[src/rtl/register_scoreboard_pkg.sv]
// Shared types and constants for the register scoreboard: entry state, entry record, operand bit positions.
package register_scoreboard_pkg;

  localparam int unsigned REG_W        = 5;
  localparam int unsigned LAT_W        = 3;
  localparam int unsigned NUM_REGS     = 2 ** REG_W;
  localparam int unsigned NUM_OPS      = 3;
  localparam int unsigned STALL_CNT_W  = 32;
  localparam int unsigned ORPHAN_CNT_W = 16;

  localparam int unsigned OP_D = 0;
  localparam int unsigned OP_S = 1;
  localparam int unsigned OP_T = 2;

  typedef enum logic [1:0] {
    SB_IDLE  = 2'd0,
    SB_WAIT  = 2'd1,
    SB_READY = 2'd2
  } sb_state_t;

  typedef struct packed {
    sb_state_t         state;
    logic [LAT_W-1:0]  count;
  } sb_entry_t;

  localparam sb_entry_t SB_ENTRY_IDLE = '{state: SB_IDLE, count: '0};

endpackage

[src/rtl/register_scoreboard_if.sv]
// Decode/writeback-side bundle for the register scoreboard.
// SCOREBOARD_STATS_EN adds the stall_cycles / wb_orphans counters.
interface register_scoreboard_if;
  import register_scoreboard_pkg::*;

  logic                 issue_valid;
  logic [REG_W-1:0]     issue_d;
  logic                 issue_to_gd;
  logic                 issue_to_fd;
  logic [LAT_W-1:0]     issue_lat;
  logic                 wb_valid;
  logic [REG_W-1:0]     wb_d;
  logic                 wb_to_gd;
  logic                 wb_to_fd;
  logic                 flush;
  logic [REG_W-1:0]     chk_d;
  logic [REG_W-1:0]     chk_s;
  logic [REG_W-1:0]     chk_t;
  logic [NUM_OPS-1:0]   chk_from_g;
  logic [NUM_OPS-1:0]   chk_from_f;
  logic                 stall;
  logic [NUM_REGS-1:0]  busy_g;
  logic [NUM_REGS-1:0]  busy_f;
`ifdef SCOREBOARD_STATS_EN
  logic [STALL_CNT_W-1:0]  stall_cycles;
  logic [ORPHAN_CNT_W-1:0] wb_orphans;
`endif

  modport master (
    output issue_valid, issue_d, issue_to_gd, issue_to_fd, issue_lat,
    output wb_valid, wb_d, wb_to_gd, wb_to_fd, flush,
    output chk_d, chk_s, chk_t, chk_from_g, chk_from_f,
`ifdef SCOREBOARD_STATS_EN
    input  stall_cycles, wb_orphans,
`endif
    input  stall, busy_g, busy_f
  );

  modport slave (
    input  issue_valid, issue_d, issue_to_gd, issue_to_fd, issue_lat,
    input  wb_valid, wb_d, wb_to_gd, wb_to_fd, flush,
    input  chk_d, chk_s, chk_t, chk_from_g, chk_from_f,
`ifdef SCOREBOARD_STATS_EN
    output stall_cycles, wb_orphans,
`endif
    output stall, busy_g, busy_f
  );

endinterface

[src/rtl/register_scoreboard_entry.sv]
// One scoreboard entry: tracks a single register's pending producer and its latency countdown.
module scoreboard_entry
  import register_scoreboard_pkg::*;
(
  input  logic             clk,
  input  logic             rst,
  input  logic             issue_hit,
  input  logic [LAT_W-1:0] lat,
  input  logic             wb_hit,
  input  logic             flush,
  output sb_state_t        state
);

  sb_entry_t ent_q, ent_d;

  // Priority: flush, then a new issue (supersedes a same-cycle writeback), then writeback, then countdown.
  always_comb begin
    ent_d = ent_q;
    if (flush) begin
      ent_d = SB_ENTRY_IDLE;
    end else if (issue_hit) begin
      ent_d.count = lat;
      ent_d.state = (lat == LAT_W'(0)) ? SB_READY : SB_WAIT;
    end else if (wb_hit && (ent_q.state != SB_IDLE)) begin
      ent_d = SB_ENTRY_IDLE;
    end else if (ent_q.state == SB_WAIT) begin
      if (ent_q.count <= LAT_W'(1)) begin
        ent_d.count = '0;
        ent_d.state = SB_READY;
      end else begin
        ent_d.count = ent_q.count - LAT_W'(1);
      end
    end
  end

  always_ff @(posedge clk or posedge rst) begin
    if (rst) begin
      ent_q <= SB_ENTRY_IDLE;
    end else begin
      ent_q <= ent_d;
    end
  end

  assign state = ent_q.state;

endmodule

[src/rtl/register_scoreboard.sv]
// Register scoreboard for g and f files: records in-flight producers and stalls decode on unready sources.
// Define SCOREBOARD_STATS_EN to add saturating stall_cycles and wb_orphans counters.
module register_scoreboard
  import register_scoreboard_pkg::*;
(
  input  logic                 clk,
  input  logic                 rst,
  register_scoreboard_if.slave sb
);

  logic                issue_acc;
  logic                stall_c;
  logic [NUM_REGS-1:0] busy_g;
  logic [NUM_REGS-1:0] busy_f;
  logic [NUM_REGS-1:0] wait_g;
  logic [NUM_REGS-1:0] wait_f;

  assign issue_acc = sb.issue_valid && !stall_c && !sb.flush;

  for (genvar i = 0; i < NUM_REGS; i++) begin : g_entries
    sb_state_t st_g;
    sb_state_t st_f;

    scoreboard_entry u_entry_g (
      .clk       (clk),
      .rst       (rst),
      .issue_hit (issue_acc && sb.issue_to_gd && (sb.issue_d == REG_W'(i))),
      .lat       (sb.issue_lat),
      .wb_hit    (sb.wb_valid && sb.wb_to_gd && (sb.wb_d == REG_W'(i))),
      .flush     (sb.flush),
      .state     (st_g)
    );

    scoreboard_entry u_entry_f (
      .clk       (clk),
      .rst       (rst),
      .issue_hit (issue_acc && sb.issue_to_fd && (sb.issue_d == REG_W'(i))),
      .lat       (sb.issue_lat),
      .wb_hit    (sb.wb_valid && sb.wb_to_fd && (sb.wb_d == REG_W'(i))),
      .flush     (sb.flush),
      .state     (st_f)
    );

    assign busy_g[i] = (st_g != SB_IDLE);
    assign busy_f[i] = (st_f != SB_IDLE);
    assign wait_g[i] = (st_g == SB_WAIT);
    assign wait_f[i] = (st_f == SB_WAIT);
  end

  // Only WAIT entries stall; READY results are picked up by forwarding.
  always_comb begin
    stall_c = 1'b0;
    if (sb.chk_from_g[OP_D] && wait_g[sb.chk_d]) stall_c = 1'b1;
    if (sb.chk_from_g[OP_S] && wait_g[sb.chk_s]) stall_c = 1'b1;
    if (sb.chk_from_g[OP_T] && wait_g[sb.chk_t]) stall_c = 1'b1;
    if (sb.chk_from_f[OP_D] && wait_f[sb.chk_d]) stall_c = 1'b1;
    if (sb.chk_from_f[OP_S] && wait_f[sb.chk_s]) stall_c = 1'b1;
    if (sb.chk_from_f[OP_T] && wait_f[sb.chk_t]) stall_c = 1'b1;
  end

  assign sb.stall  = stall_c;
  assign sb.busy_g = busy_g;
  assign sb.busy_f = busy_f;

`ifdef SCOREBOARD_STATS_EN
  logic [STALL_CNT_W-1:0]  stall_cycles_q, stall_cycles_d;
  logic [ORPHAN_CNT_W-1:0] wb_orphans_q, wb_orphans_d;
  logic                    orphan_g;
  logic                    orphan_f;
  logic [ORPHAN_CNT_W:0]   orphan_sum;

  // A dual-file writeback can hit two idle entries, so orphans add up to two per cycle.
  always_comb begin
    orphan_g   = sb.wb_valid && sb.wb_to_gd && !busy_g[sb.wb_d];
    orphan_f   = sb.wb_valid && sb.wb_to_fd && !busy_f[sb.wb_d];
    orphan_sum = (ORPHAN_CNT_W+1)'(wb_orphans_q) + (ORPHAN_CNT_W+1)'(orphan_g)
               + (ORPHAN_CNT_W+1)'(orphan_f);
    wb_orphans_d   = orphan_sum[ORPHAN_CNT_W] ? '1 : orphan_sum[ORPHAN_CNT_W-1:0];
    stall_cycles_d = stall_cycles_q;
    if (stall_c && (stall_cycles_q != '1)) begin
      stall_cycles_d = stall_cycles_q + STALL_CNT_W'(1);
    end
  end

  always_ff @(posedge clk or posedge rst) begin
    if (rst) begin
      stall_cycles_q <= '0;
      wb_orphans_q   <= '0;
    end else begin
      stall_cycles_q <= stall_cycles_d;
      wb_orphans_q   <= wb_orphans_d;
    end
  end

  assign sb.stall_cycles = stall_cycles_q;
  assign sb.wb_orphans   = wb_orphans_q;
`endif

endmodule

[src/flat_wrapper.sv]
// flat-port wrapper written by rule: the top's interface ports become plain ports
module register_scoreboard_flat import register_scoreboard_pkg::*;
  (clk, rst, sb_issue_valid, sb_issue_d, sb_issue_to_gd, sb_issue_to_fd, sb_issue_lat, sb_wb_valid, sb_wb_d, sb_wb_to_gd, sb_wb_to_fd, sb_flush, sb_chk_d, sb_chk_s, sb_chk_t, sb_chk_from_g, sb_chk_from_f, sb_stall, sb_busy_g, sb_busy_f);
  register_scoreboard_if sb_i ();
  input  logic clk;
  input  logic rst;
  input wire logic [$bits(sb_i.issue_valid)-1:0] sb_issue_valid;
  input wire logic [$bits(sb_i.issue_d)-1:0] sb_issue_d;
  input wire logic [$bits(sb_i.issue_to_gd)-1:0] sb_issue_to_gd;
  input wire logic [$bits(sb_i.issue_to_fd)-1:0] sb_issue_to_fd;
  input wire logic [$bits(sb_i.issue_lat)-1:0] sb_issue_lat;
  input wire logic [$bits(sb_i.wb_valid)-1:0] sb_wb_valid;
  input wire logic [$bits(sb_i.wb_d)-1:0] sb_wb_d;
  input wire logic [$bits(sb_i.wb_to_gd)-1:0] sb_wb_to_gd;
  input wire logic [$bits(sb_i.wb_to_fd)-1:0] sb_wb_to_fd;
  input wire logic [$bits(sb_i.flush)-1:0] sb_flush;
  input wire logic [$bits(sb_i.chk_d)-1:0] sb_chk_d;
  input wire logic [$bits(sb_i.chk_s)-1:0] sb_chk_s;
  input wire logic [$bits(sb_i.chk_t)-1:0] sb_chk_t;
  input wire logic [$bits(sb_i.chk_from_g)-1:0] sb_chk_from_g;
  input wire logic [$bits(sb_i.chk_from_f)-1:0] sb_chk_from_f;
  output wire logic [$bits(sb_i.stall)-1:0] sb_stall;
  output wire logic [$bits(sb_i.busy_g)-1:0] sb_busy_g;
  output wire logic [$bits(sb_i.busy_f)-1:0] sb_busy_f;
  assign sb_i.issue_valid = sb_issue_valid;
  assign sb_i.issue_d = sb_issue_d;
  assign sb_i.issue_to_gd = sb_issue_to_gd;
  assign sb_i.issue_to_fd = sb_issue_to_fd;
  assign sb_i.issue_lat = sb_issue_lat;
  assign sb_i.wb_valid = sb_wb_valid;
  assign sb_i.wb_d = sb_wb_d;
  assign sb_i.wb_to_gd = sb_wb_to_gd;
  assign sb_i.wb_to_fd = sb_wb_to_fd;
  assign sb_i.flush = sb_flush;
  assign sb_i.chk_d = sb_chk_d;
  assign sb_i.chk_s = sb_chk_s;
  assign sb_i.chk_t = sb_chk_t;
  assign sb_i.chk_from_g = sb_chk_from_g;
  assign sb_i.chk_from_f = sb_chk_from_f;
  assign sb_stall = sb_i.stall;
  assign sb_busy_g = sb_i.busy_g;
  assign sb_busy_f = sb_i.busy_f;
  register_scoreboard u_core (.clk(clk), .rst(rst), .sb(sb_i));
endmodule
[config.mk]
export PLATFORM = sky130hd
export DESIGN_NAME = register_scoreboard_flat
export DESIGN_NICKNAME = d
export VERILOG_FILES = /design/src/rtl/register_scoreboard_pkg.sv /design/src/rtl/register_scoreboard_if.sv /design/src/rtl/register_scoreboard_entry.sv /design/src/rtl/register_scoreboard.sv /design/src/flat_wrapper.sv
export SDC_FILE = /design/constraint.sdc
export NUM_CORES = 1
export LEC_CHECK = 0
export ABC_AREA = 1
export CAP_MARGIN = 20
export CORE_AREA = 2 2 282 228
export CTS_CLUSTER_SIZE = 40
export DETAILED_ROUTE_END_ITERATION = 8
export DIE_AREA = 0 0 284 230
export GPL_TIMING_DRIVEN = 0
export PLACE_DENSITY = 0.67
export SLEW_MARGIN = 5
export SYNTH_ARGS = -nofsm -noshare
export SYNTH_HDL_FRONTEND = slang
export SYNTH_SLANG_ARGS = --single-unit
[constraint.sdc]
create_clock -name clk -period 9.6 [get_ports clk]
set_input_delay 1.44 -clock clk [delete_from_list [all_inputs] [get_ports clk]]
set_output_delay 1.44 -clock clk [all_outputs]
set_load 0.005 [all_outputs]
# [Yosys cells after proc, flatten, opt, wreduce, memory -nomap -nowiden]
# Cells that the tools add are included.
[word_totals] latch_bits=0 mem_count=0 inputBits=43 ramBits=0 mem_bits_ro=0 reg_bits=320 output_inout_bits=65
[classes] bitwise_logic=0 add_sub_neg=64 n_mux=403 shift=0 eq_ne=126 div=0 order_cmp=67 n_reduce_logical=465 n_mul=0
[ops] operator="2-to-1 mux 5 bit" count=256
[ops] operator="nonzero test 4 bit" count=128
[ops] operator="logical AND 1 bit" count=204
[ops] operator="less-or-equal comparator 3 x 1 -> 1 bit, second input constant" count=64
[ops] operator="2-to-1 mux 3 bit" count=64
[ops] operator="subtractor 3 x 1 -> 3 bit, second input constant" count=64
[ops] operator="equality test 5 bit, second input constant" count=32
[ops] operator="2-to-1 mux 2 bit" count=65
[ops] operator="equality test 2 x 1 -> 1 bit, second input constant" count=64
[ops] operator="AND reduction 2 bit" count=64
[ops] operator="nonzero test 2 bit" count=64
[ops] operator="equality test 5 x 4 -> 1 bit, second input constant" count=16
[ops] operator="equality test 5 x 3 -> 1 bit, second input constant" count=8
[ops] operator="binary-select mux 1 bit (select 5 bit)" count=6
[ops] operator="equality test 5 x 2 -> 1 bit, second input constant" count=4
[ops] operator="less-than comparator 5 x 6 -> 1 bit, second input constant" count=3
[ops] operator="2-to-1 mux 1 bit" count=12
[ops] operator="equality test 5 x 1 -> 1 bit, second input constant" count=2
[ops] operator="zero test 5 bit" count=2
[ops] operator="zero test 3 bit" count=1
[ops] operator="zero test 1 bit" count=2

# [Longest topological paths before layout]
# Gate-level depths: netlist of run 1.
[depth] ltp_word=17 ltp_mapped=20 depth_no_buf=18

# [Cells and area by module]
# Synthesis of run 1 repeated with hierarchy kept, for this count alone.
[unflattened] hier_cells=4862 area_unflattened_um2=30762.0
[by_module_without_submodules] module="scoreboard_entry" cells_per_inst=62 instances=64 area_each_um2=416.6 seq_area_each_um2=125.1
[by_module_without_submodules] module="register_scoreboard" cells_per_inst=894 instances=1 area_each_um2=4096.4 seq_area_each_um2=0.0

# [Least setup slack after synthesis of run 1]
# Ideal clock, no wire load.
[synth_timing] path_type="input port to output port" from="input port sb_chk_t[1]" to="output port sb_stall" arrival_time_ns=2.476 path_stages=12 n_path_buf=2 required_ns=8.160 setup_slack_ns=5.684 path_cell_list="buf_2 -> inv_2 -> buf_2 -> nand3_1 -> nand3_1 -> nand2_1 -> nand2_1 -> nand3_1 -> nand3_1 -> nand2_1 -> nor2_4 -> nand2_1"
[synth_between] elab_chain_len=7 elab_cells_between_ends=10 classes_between="mux (8); reduce/logical (2)"
[synth_rtl] element="start, declared" line="flat_wrapper.sv:19" rtl="input wire logic [$bits(sb_i.chk_t)-1:0] sb_chk_t;"
[synth_rtl] element="binary-select mux 1 bit (select 5 bit)" line="register_scoreboard.sv:55" rtl="if (sb.chk_from_g[OP_T] && wait_g[sb.chk_t]) stall_c = 1'b1;"
[synth_rtl] element="2-to-1 mux 1 bit (implied by the code)" line="register_scoreboard.sv:55"
[synth_rtl] element="logical AND 1 bit" line="register_scoreboard.sv:55"
[synth_rtl] element="2-to-1 mux 1 bit" line="register_scoreboard.sv:55"
[synth_rtl] element="2-to-1 mux 1 bit" line="register_scoreboard.sv:56" rtl="if (sb.chk_from_f[OP_D] && wait_f[sb.chk_d]) stall_c = 1'b1;"
[synth_rtl] element="2-to-1 mux 1 bit" line="register_scoreboard.sv:57" rtl="if (sb.chk_from_f[OP_S] && wait_f[sb.chk_s]) stall_c = 1'b1;"
[synth_rtl] element="2-to-1 mux 1 bit (*)" line="register_scoreboard.sv:58" rtl="if (sb.chk_from_f[OP_T] && wait_f[sb.chk_t]) stall_c = 1'b1;"
[synth_rtl] element="end, declared" line="flat_wrapper.sv:22" rtl="output wire logic [$bits(sb_i.stall)-1:0] sb_stall;"
# Every way passes the cells marked *; elsewhere a longest branch is shown, timed or not. The select of a mux whose other input is x is not followed.

# [Worst setup path after layout of run 1]
[layout_timing] from="input port sb_chk_t[0]" to="output port sb_stall"
# Same word-level chain as after synthesis.

==> results of run 1 <==
## path summary, 6_finish.rpt
| kind | endpoint | slack (ns) | cells after the start |
|---|---|---|---|
| min reg2reg | u_core.g_entries[21].u_entry_g.ent_q[1] | 0.48 | 2 |
| min | u_core.g_entries[21].u_entry_g.ent_q[1] | 0.48 | 2 |
| max | sb_stall | 3.87 | 13 |
| min in group asynchronous | u_core.g_entries[6].u_entry_g.ent_q[1] | 1.28 | 2 |
| max reg2reg | u_core.g_entries[8].u_entry_f.ent_q[1] | 5.65 | 16 |
| max in group asynchronous | u_core.g_entries[28].u_entry_g.state[1] | 6.79 | 7 |
## state kept, by name (all words and copies together), names as in the netlist
register	cells
u_core.g_entries.u_entry_g.ent_q	96
u_core.g_entries.u_entry_f.state	64
u_core.g_entries.u_entry_g.state	64
u_core.g_entries.u_entry_f.ent_q	96
## worst register-to-register path: cells and delay by family (launching register included)
| family | cells | cell delay [ns] |
|---|---|---|
| buffers and inverters | 2 | 0.58 |
| and+or+nand+nor | 13 | 2.62 |
| AOI/OAI and AO/OA | 1 | 0.29 |
| DFF | 1 | 0.40 |
## Yosys cell counts
cell                         n  share of area
sky130_fd_sc_hd__nand4_1    50          0.013
sky130_fd_sc_hd__clkinv_1    1        0.00015
sky130_fd_sc_hd__clkbuf_1   91          0.014
sky130_fd_sc_hd__xnor2_1    64          0.023
sky130_fd_sc_hd__nand3_1   608           0.12
sky130_fd_sc_hd__nand2_2    48          0.012
sky130_fd_sc_hd__nor3_1     87          0.018
sky130_fd_sc_hd__ha_1      119          0.060
sky130_fd_sc_hd__nor2_2     17         0.0043
sky130_fd_sc_hd__buf_1      13         0.0020
sky130_fd_sc_hd__o21ai_0   316          0.064
sky130_fd_sc_hd__dfrtp_1   320           0.32
sky130_fd_sc_hd__buf_2      28         0.0056
sky130_fd_sc_hd__nor2_4      3         0.0014
sky130_fd_sc_hd__nand2_1   764           0.12
sky130_fd_sc_hd__nand3b_1   18         0.0054
sky130_fd_sc_hd__buf_6       5         0.0023
sky130_fd_sc_hd__inv_1     397          0.060
sky130_fd_sc_hd__nand4_2     1        0.00050
sky130_fd_sc_hd__nor2_1    313          0.047
sky130_fd_sc_hd__nand3_2    46          0.019
sky130_fd_sc_hd__o21bai_1   60          0.018
sky130_fd_sc_hd__a21oi_1   314          0.063
sky130_fd_sc_hd__buf_4       6         0.0018
sky130_fd_sc_hd__inv_2      42         0.0064
## cell families after synthesis
| kind of cell | synth area share |
|---|---|
| AND/OR/NAND/NOR | 0.3578 |
| AO/OA/AOI/OAI | 0.1451 |
| buffers and inverters | 0.09198 |
| flip-flops | 0.3225 |
| adder cells (fa/ha/maj) | 0.05997 |
| XOR/XNOR | 0.02258 |
## through the flow
step                hold WS [ns]  utilization  instances  setup slack (ns)  power [W]
global route              0.4945       0.4599       4768             3.901   0.005124
floorplan                 0.4490            -       3731             3.893   0.002772
global placement          0.4635       0.4303       4667             1.166   0.003202
detailed placement        0.4656       0.4375       4692             4.102   0.003242
finish                    0.4792       0.4600       4771             3.874   0.004860
CTS                       0.4817       0.4589       4762             4.099   0.004828
## layer usage
layer,share of wire,up-vias,track usage
met3,0.14,274,0.1171
met1,0.42,12923,0.4688
met2,0.39,1723,0.4610
li1,-,12717,-
met5,0.00081,-,0
met4,0.048,14,0.1543
## final cells by class
type                    count  area, um^2
fillers                  6558       33680
plain buffers             143       633.1
clock buffers              60        1225
multi-input cells        2828       14540
diodes                      5       12.51
clock inverters            10       110.1
repair buffers            125        1463
inverters                 440        1655
well taps                 840        1051
flip-flops and latches    320        8008
## power groups by stage
stage	combinational, W	clock, W	sequential, W
final	0.00156	0.00158	0.00172
after global routing	0.00174	0.00164	0.00174
after CTS	0.00152	0.00159	0.00171
after detailed placement	0.00151	0	0.00173
after global placement	0.00147	0	0.00173
after floorplan	0.00108	0	0.00169
==> results.rst, run 1 <==
.. list-table::
   :header-rows: 1

   * - Metric
     - Value
   * - Number of slew-limit violations in the final report
     - 0
   * - Cell Rows
     - 82
   * - Slew at the pin with the worst max-slew slack
     - 1.308 ns
   * - Largest delay share family, worst path
     - simple AND/OR/NAND/NOR gates
   * - Post-route ant nets
     - 0
   * - Number of distinct library cells after synthesis
     - 25
   * - Data arrival at the endpoint of the critical path
     - 4.29 ns
   * - Average size of a mapped cell
     - 6.654 um^2
   * - RR Startpoint
     - u_core.g_entries[28].u_entry_f.state[1]
   * - WL/cell
     - 23.72 um
   * - TritonCTS clock tree
     - yes
   * - Max IR drop VDD
     - 95.75 uV
   * - Detailed router's first-iteration violation count
     - 4244
   * - Pwr per Cell Area
     - 169.4 nW/um^2
   * - Fin crit period
     - 5.726 ns
   * - Crit path capture type
     - primary output
   * - First-pass GRT wire length
     - 163100 um
   * - Cells after Synth
     - 3731
   * - Worst path max stage delay
     - 0.53 ns
   * - Iteration count of the initial detailed-routing pass
     - 7
   * - Clock tree skew after final layout
     - 0.02579 ns
   * - Final Cell Area
     - 28700 um^2
   * - Share of final-layout standard cells stronger than drive strength 1
     - 0.07489
   * - Worst endpoint required time
     - 8.16 ns
   * - Number of synthesized register bits
     - 320
   * - Mapped Nets
     - 3893
   * - Critical-path maximum fanout
     - 10
   * - Routability cong.
     - 1.056
   * - Internal power summed over all cells
     - 0.003084 W
   * - Class of the worst hold path
     - register to register
   * - Commonest non-fill, non-tap cells in the layout
     - 764 x sky130_fd_sc_hd__nand2_1, 608 x sky130_fd_sc_hd__nand3_1, 396 x sky130_fd_sc_hd__inv_1, 320 x sky130_fd_sc_hd__dfrtp_1, 316 x sky130_fd_sc_hd__o21ai_0
   * - Final setup TNS
     - 0 ns
   * - Crit-path most repeated cell
     - sky130_fd_sc_hd__nand3_1
   * - Deepest level of the CTS H-tree
     - 2
   * - Clk sink count
     - 320
   * - Setup repair after global routing missed its margin
     - false
   * - Static Leakage
     - 13.24 nW
   * - Placed inst area
     - 27290 um^2
   * - # IOs
     - 108
   * - Aggregate routed wire length
     - 113200 um
   * - Starting density of the core
     - 0.3980
   * - Number of hold-repair buffers added at the cts stage
     - 0
   * - Die Y
     - 230 um
   * - GRT Overall Usage
     - 0.3358
   * - Detailed-route via count
     - 27651
   * - Number of post-CTS setup repair buffers
     - 0
   * - Via count of the first global-routing pass
     - 25005
   * - Initial antenna violation count
     - 8
   * - Maximum clock insertion buffer count
     - 3
   * - Die area
     - 65320 um^2
   * - Share of the clock period used by the worst path
     - 0.5965
   * - Power dissipated by switching net loads
     - 0.001777 W
   * - Area of the mapped netlist
     - 24830 um^2
   * - Clock group share of total power
     - 0.326
   * - Half-perimeter wire length of the detailed placement result
     - 86550 um
   * - Critical setup path kind
     - input port to primary output
   * - Worst-path cell chain
     - buf_2, buf_2, nand3_1, nand3_1, nand3_1, nand3_1, nand2_1, nand2_1, nand3_1, nand2_1, inv_2, nand2_1, clkdlybuf4s50_1
   * - Switching share of power
     - 0.3655
   * - Final layout net count
     - 4059
   * - Portion of total power attributed to sequential cells
     - 0.353
   * - Bufs and invs on worst path
     - 4
   * - Cells resized by post-CTS repair
     - 0
   * - Max capacitance violation total
     - 0
   * - Count of final setup violators
     - 0
   * - Gr ovfl total
     - 0
   * - Kind of start point of the critical path
     - input port
   * - Relative area change from synthesis to final layout
     - 15.59%
   * - Hold Vio Cnt, Final
     - 0
   * - Cell at the slowest stage of the critical path
     - sky130_fd_sc_hd__clkdlybuf4s50_1
   * - Port bufs
     - 96
   * - Combinational Power Share
     - 0.321
   * - DRC
     - 0
   * - Clock Pin Slew Worst Setup and Hold Paths
     - 0.06 ns
   * - Per-cell via count in the routed design
     - 5.796
   * - Slew headroom
     - 0.1279
   * - Yosys Warn Count
     - 0
   * - Area of the core region
     - 62380 um^2
   * - Clock Tree Root
     - sky130_fd_sc_hd__clkbuf_16
   * - Most common cell after layout, fill and taps aside
     - sky130_fd_sc_hd__nand2_1
   * - Largest net degree at the start of global routing
     - 38
   * - Outcome
     - finished clean
   * - Die extent in x
     - 284 um
   * - Proportion of synthesized chip area in sequential cells
     - 0.3225
   * - Clock Latency Late Sink
     - 0.59 ns
   * - Total CTS buffers
     - 39
   * - Start point of the critical path
     - sb_chk_t[0]
   * - Max Clk Rate
     - 174.6 MHz
   * - Hold Path Origin
     - u_core.g_entries[21].u_entry_g.ent_q[1]
Power figures use the tool's default switching activity.
==> run 2: changes to the inputs <==
--- a/config.mk
+++ b/config.mk
@@ -12,7 +12,7 @@
 export DETAILED_ROUTE_END_ITERATION = 8
 export DIE_AREA = 0 0 284 230
 export GPL_TIMING_DRIVEN = 0
-export PLACE_DENSITY = 0.67
+export PLACE_DENSITY = 0.65
 export SLEW_MARGIN = 5
 export SYNTH_ARGS = -nofsm -noshare
 export SYNTH_HDL_FRONTEND = slang
==> constraint.sdc (replaced) <==
create_clock -name clk -period 5.73 [get_ports clk]
set_input_delay 0.8595 -clock clk [delete_from_list [all_inputs] [get_ports clk]]
set_output_delay 0.8595 -clock clk [all_outputs]
set_load 0.005 [all_outputs]
==> results.rst, run 2 (synthesis results as in run 1) <==
.. list-table::
   :header-rows: 1

   * - Metric
     - Value
   * - Number of slew-limit violations in the final report
     - 0 (unchanged)
   * - # IOs
     - 108 (unchanged)
   * - Commonest non-fill, non-tap cells in the layout
     - 764 x sky130_fd_sc_hd__nand2_1, 608 x sky130_fd_sc_hd__nand3_1, 396 x sky130_fd_sc_hd__inv_1, 320 x sky130_fd_sc_hd__dfrtp_1, 316 x sky130_fd_sc_hd__o21ai_0
   * - Largest net degree at the start of global routing
     - 39 (+2.6%)
   * - Hold Path Origin
     - u_core.g_entries[1].u_entry_f.ent_q[1]
   * - Aggregate routed wire length
     - 113900 um (+0.67%)
   * - Die Y
     - 230 um (unchanged)
   * - Clock tree skew after final layout
     - 0.03708 ns (+0.01129 ns)
   * - Per-cell via count in the routed design
     - 5.832 (+0.63%)
   * - Clock Pin Slew Worst Setup and Hold Paths
     - 0.06 ns (about the same)
   * - Max IR drop VDD
     - 239.7 uV (+150%)
   * - Crit-path most repeated cell
     - sky130_fd_sc_hd__nand2_1
   * - Total CTS buffers
     - 40 (+2.6%)
   * - Number of post-CTS setup repair buffers
     - 0 (unchanged)
   * - Cell Rows
     - 82 (unchanged)
   * - Via count of the first global-routing pass
     - 24660 (-1.4%)
   * - Starting density of the core
     - 0.3980 (unchanged)
   * - Slew at the pin with the worst max-slew slack
     - 1.297 ns (-0.01125 ns)
   * - Fill cell total of the finished layout
     - 6543 (-0.23%)
   * - Die extent in x
     - 284 um (unchanged)
   * - Initial antenna violation count
     - 4 (-4)
   * - Final setup TNS
     - 0 ns (unchanged)
   * - Share of the clock period used by the worst path
     - 0.7830
   * - Iteration count of the initial detailed-routing pass
     - 6 (-1)
   * - Half-perimeter wire length of the detailed placement result
     - 86660 um (+0.12%)
   * - Levels on crit path
     - 12 (-1)
   * - Most common cell after layout, fill and taps aside
     - sky130_fd_sc_hd__nand2_1
   * - Setup repair after global routing missed its margin
     - false
   * - End of the worst register-to-register path
     - u_core.g_entries[31].u_entry_g.ent_q[0]
   * - Clock Latency Late Sink
     - 0.59 ns (about the same)
   * - Share of final-layout standard cells stronger than drive strength 1
     - 0.07283 (-0.002056)
   * - Max Clk Rate
     - 222.9 MHz
   * - Largest delay share family, worst path
     - simple AND/OR/NAND/NOR gates
   * - Post-route ant nets
     - 0 (unchanged)
   * - Detailed router's first-iteration violation count
     - 4073 (-4.0%)
   * - Crit path capture type
     - primary output
   * - Static Leakage
     - 13.22 nW (-0.21%)
   * - Bufs and invs on worst path
     - 2 (-2)
   * - Finished Core Util
     - 0.4594 (-0.0006620)
   * - Clock Tree Root
     - sky130_fd_sc_hd__clkbuf_16
   * - Met3 GRT Util
     - 0.1090 (-0.008036)
   * - Worst endpoint required time
     - 4.87 ns (-3.29 ns)
   * - First-pass GRT wire length
     - 164600 um (+0.94%)
   * - Kind of start point of the critical path
     - register
   * - Outcome
     - finished clean
   * - Fin crit period
     - 4.486 ns
   * - Routability cong.
     - 1.113 (+5.4%)
   * - Detailed-route via count
     - 27831 (+0.65%)
   * - Most utilized layer in the global route result
     - met1
   * - Relative area change from synthesis to final layout
     - 15.43%
   * - Class of the worst hold path
     - register to register
   * - Data arrival at the endpoint of the critical path
     - 3.63 ns (-0.66 ns)
   * - Pwr per Cell Area
     - 284.0 nW/um^2 (+68%)
   * - Worst path max stage delay
     - 0.71 ns (+0.18 ns)
   * - Port bufs
     - 96 (unchanged)
   * - Worst r2r path cells
     - 16 (unchanged)
   * - Register-to-register path setup slack
     - 1.73 ns (-3.92 ns)
   * - Hold Vio Cnt, Final
     - 0 (unchanged)
   * - Deepest level of the CTS H-tree
     - 2 (unchanged)
   * - Number of hold-repair buffers added at the cts stage
     - 0 (unchanged)
   * - Max capacitance violation total
     - 0 (unchanged)
   * - Maximum clock insertion buffer count
     - 3 (unchanged)
   * - Hold Path Depth
     - 2 (unchanged)
   * - GRT Overall Usage
     - 0.3405 (+0.004700)
   * - Count of final setup violators
     - 0 (unchanged)
   * - Final layout net count
     - 4062 (+0.074%)
   * - Cell at the slowest stage of the critical path
     - sky130_fd_sc_hd__nor2_1
   * - Global routing usage on met1
     - 0.4834 (+0.01463)
   * - Critical-path maximum fanout
     - 5 (-5)
   * - Gr ovfl total
     - 0 (unchanged)
   * - WHS Endpoint
     - u_core.g_entries[1].u_entry_f.ent_q[1]
   * - Registers with the most flip-flops
     - u_core.g_entries.u_entry_f.ent_q (96), u_core.g_entries.u_entry_g.ent_q (96)
   * - Cells resized by post-CTS repair
     - 0 (unchanged)
   * - Worst-path cell chain
     - nor2_1, nand2_1, nand3_1, nand3_1, nand3_1, nand2_1, nand2_1, nand3_1, nand2_1, inv_2, nand2_1, clkdlybuf4s50_1
   * - WL/cell
     - 23.88 um (+0.65%)
   * - TritonCTS clock tree
     - yes
   * - RR Startpoint
     - u_core.g_entries[3].u_entry_f.state[1]
   * - Area of the core region
     - 62380 um^2 (unchanged)
   * - DRC
     - 0 (unchanged)
   * - Clk sink count
     - 320 (unchanged)
   * - GR Util met2
     - 0.4707 (+0.009780)
   * - Slew headroom
     - 0.1354 (+0.007499)
   * - Die area
     - 65320 um^2 (unchanged)
   * - Critical setup path kind
     - register to primary output
-- run 2: per-layer routing --
metal  up-vias  wire, um  part of all wire
met5         -        10          0.000088
met4         2      5249             0.046
met3       256     15230              0.13
met2      1808     44870              0.39
met1     13049     48580              0.43
li1      12716         -                 -
-- run 2: report_power, final --
group	total, W	internal, W	switching [W]
logic	0.00262	0.00102	0.00160
registers	0.00287	0.00259	0.000287
clock network	0.00264	0.00156	0.00108
-- run 2: per-stage QoR --
| step | cell area (um^2) | setup WS (ns) | hold WS [ns] | cells | total power, W |
|---|---|---|---|---|---|
| after floorplan | 24830 | 0.6037 | 0.4490 | 3731 | 0.004645 |
| final | 28660 | 1.244 | 0.4762 | 4772 | 0.008137 |
| after detailed placement | 27250 | 1.423 | 0.4651 | 4692 | 0.005441 |
| after global placement | 26840 | -2.097 | 0.4625 | 4667 | 0.005375 |
| after CTS | 28570 | 1.410 | 0.4810 | 4761 | 0.008089 |
| after global routing | 28650 | 1.093 | 0.4920 | 4768 | 0.008619 |
-- run 2: worst max-delay path by stage --
stage / slack, ns / end / from
after detailed placement: 1.42 / sb_stall / sb_chk_s[0]
after global routing: 1.09 / sb_stall / u_core.g_entries[26].u_entry_f.state[0]
after global placement: -2.10 / u_core.g_entries[25].u_entry_f.ent_q[1] / rst
after floorplan: 0.60 / u_core.g_entries[0].u_entry_f.ent_q[0] / rst
final: 1.24 / sb_stall / u_core.g_entries[3].u_entry_f.state[1]
after CTS: 1.41 / sb_stall / u_core.g_entries[3].u_entry_f.state[1]
-- run 2: tightest hold or removal path, stage by stage, from the launching register on --
cell and delay [ns]:
sky130_fd_sc_hd__dfrtp_1 0.34, sky130_fd_sc_hd__nand2_1 0.05, sky130_fd_sc_hd__nand2_1 0.05
-- run 2: area by class of cell --
| class | count | area [um^2] | share of cell area |
|---|---|---|---|
| Antenna cell | 5 | 12.51 | 0.0004366 |
| Buffer | 143 | 631.9 | 0.02205 |
| Sequential cell | 320 | 8008 | 0.2794 |
| Timing Repair Buffer | 127 | 1438 | 0.05017 |
| Inverter | 440 | 1655 | 0.05777 |
| Clock buffer | 64 | 1234 | 0.04305 |
| Clock inverter | 5 | 86.33 | 0.003013 |
| Tap cell | 840 | 1051 | 0.03668 |
| Multi-Input combinational cell | 2828 | 14540 | 0.5074 |
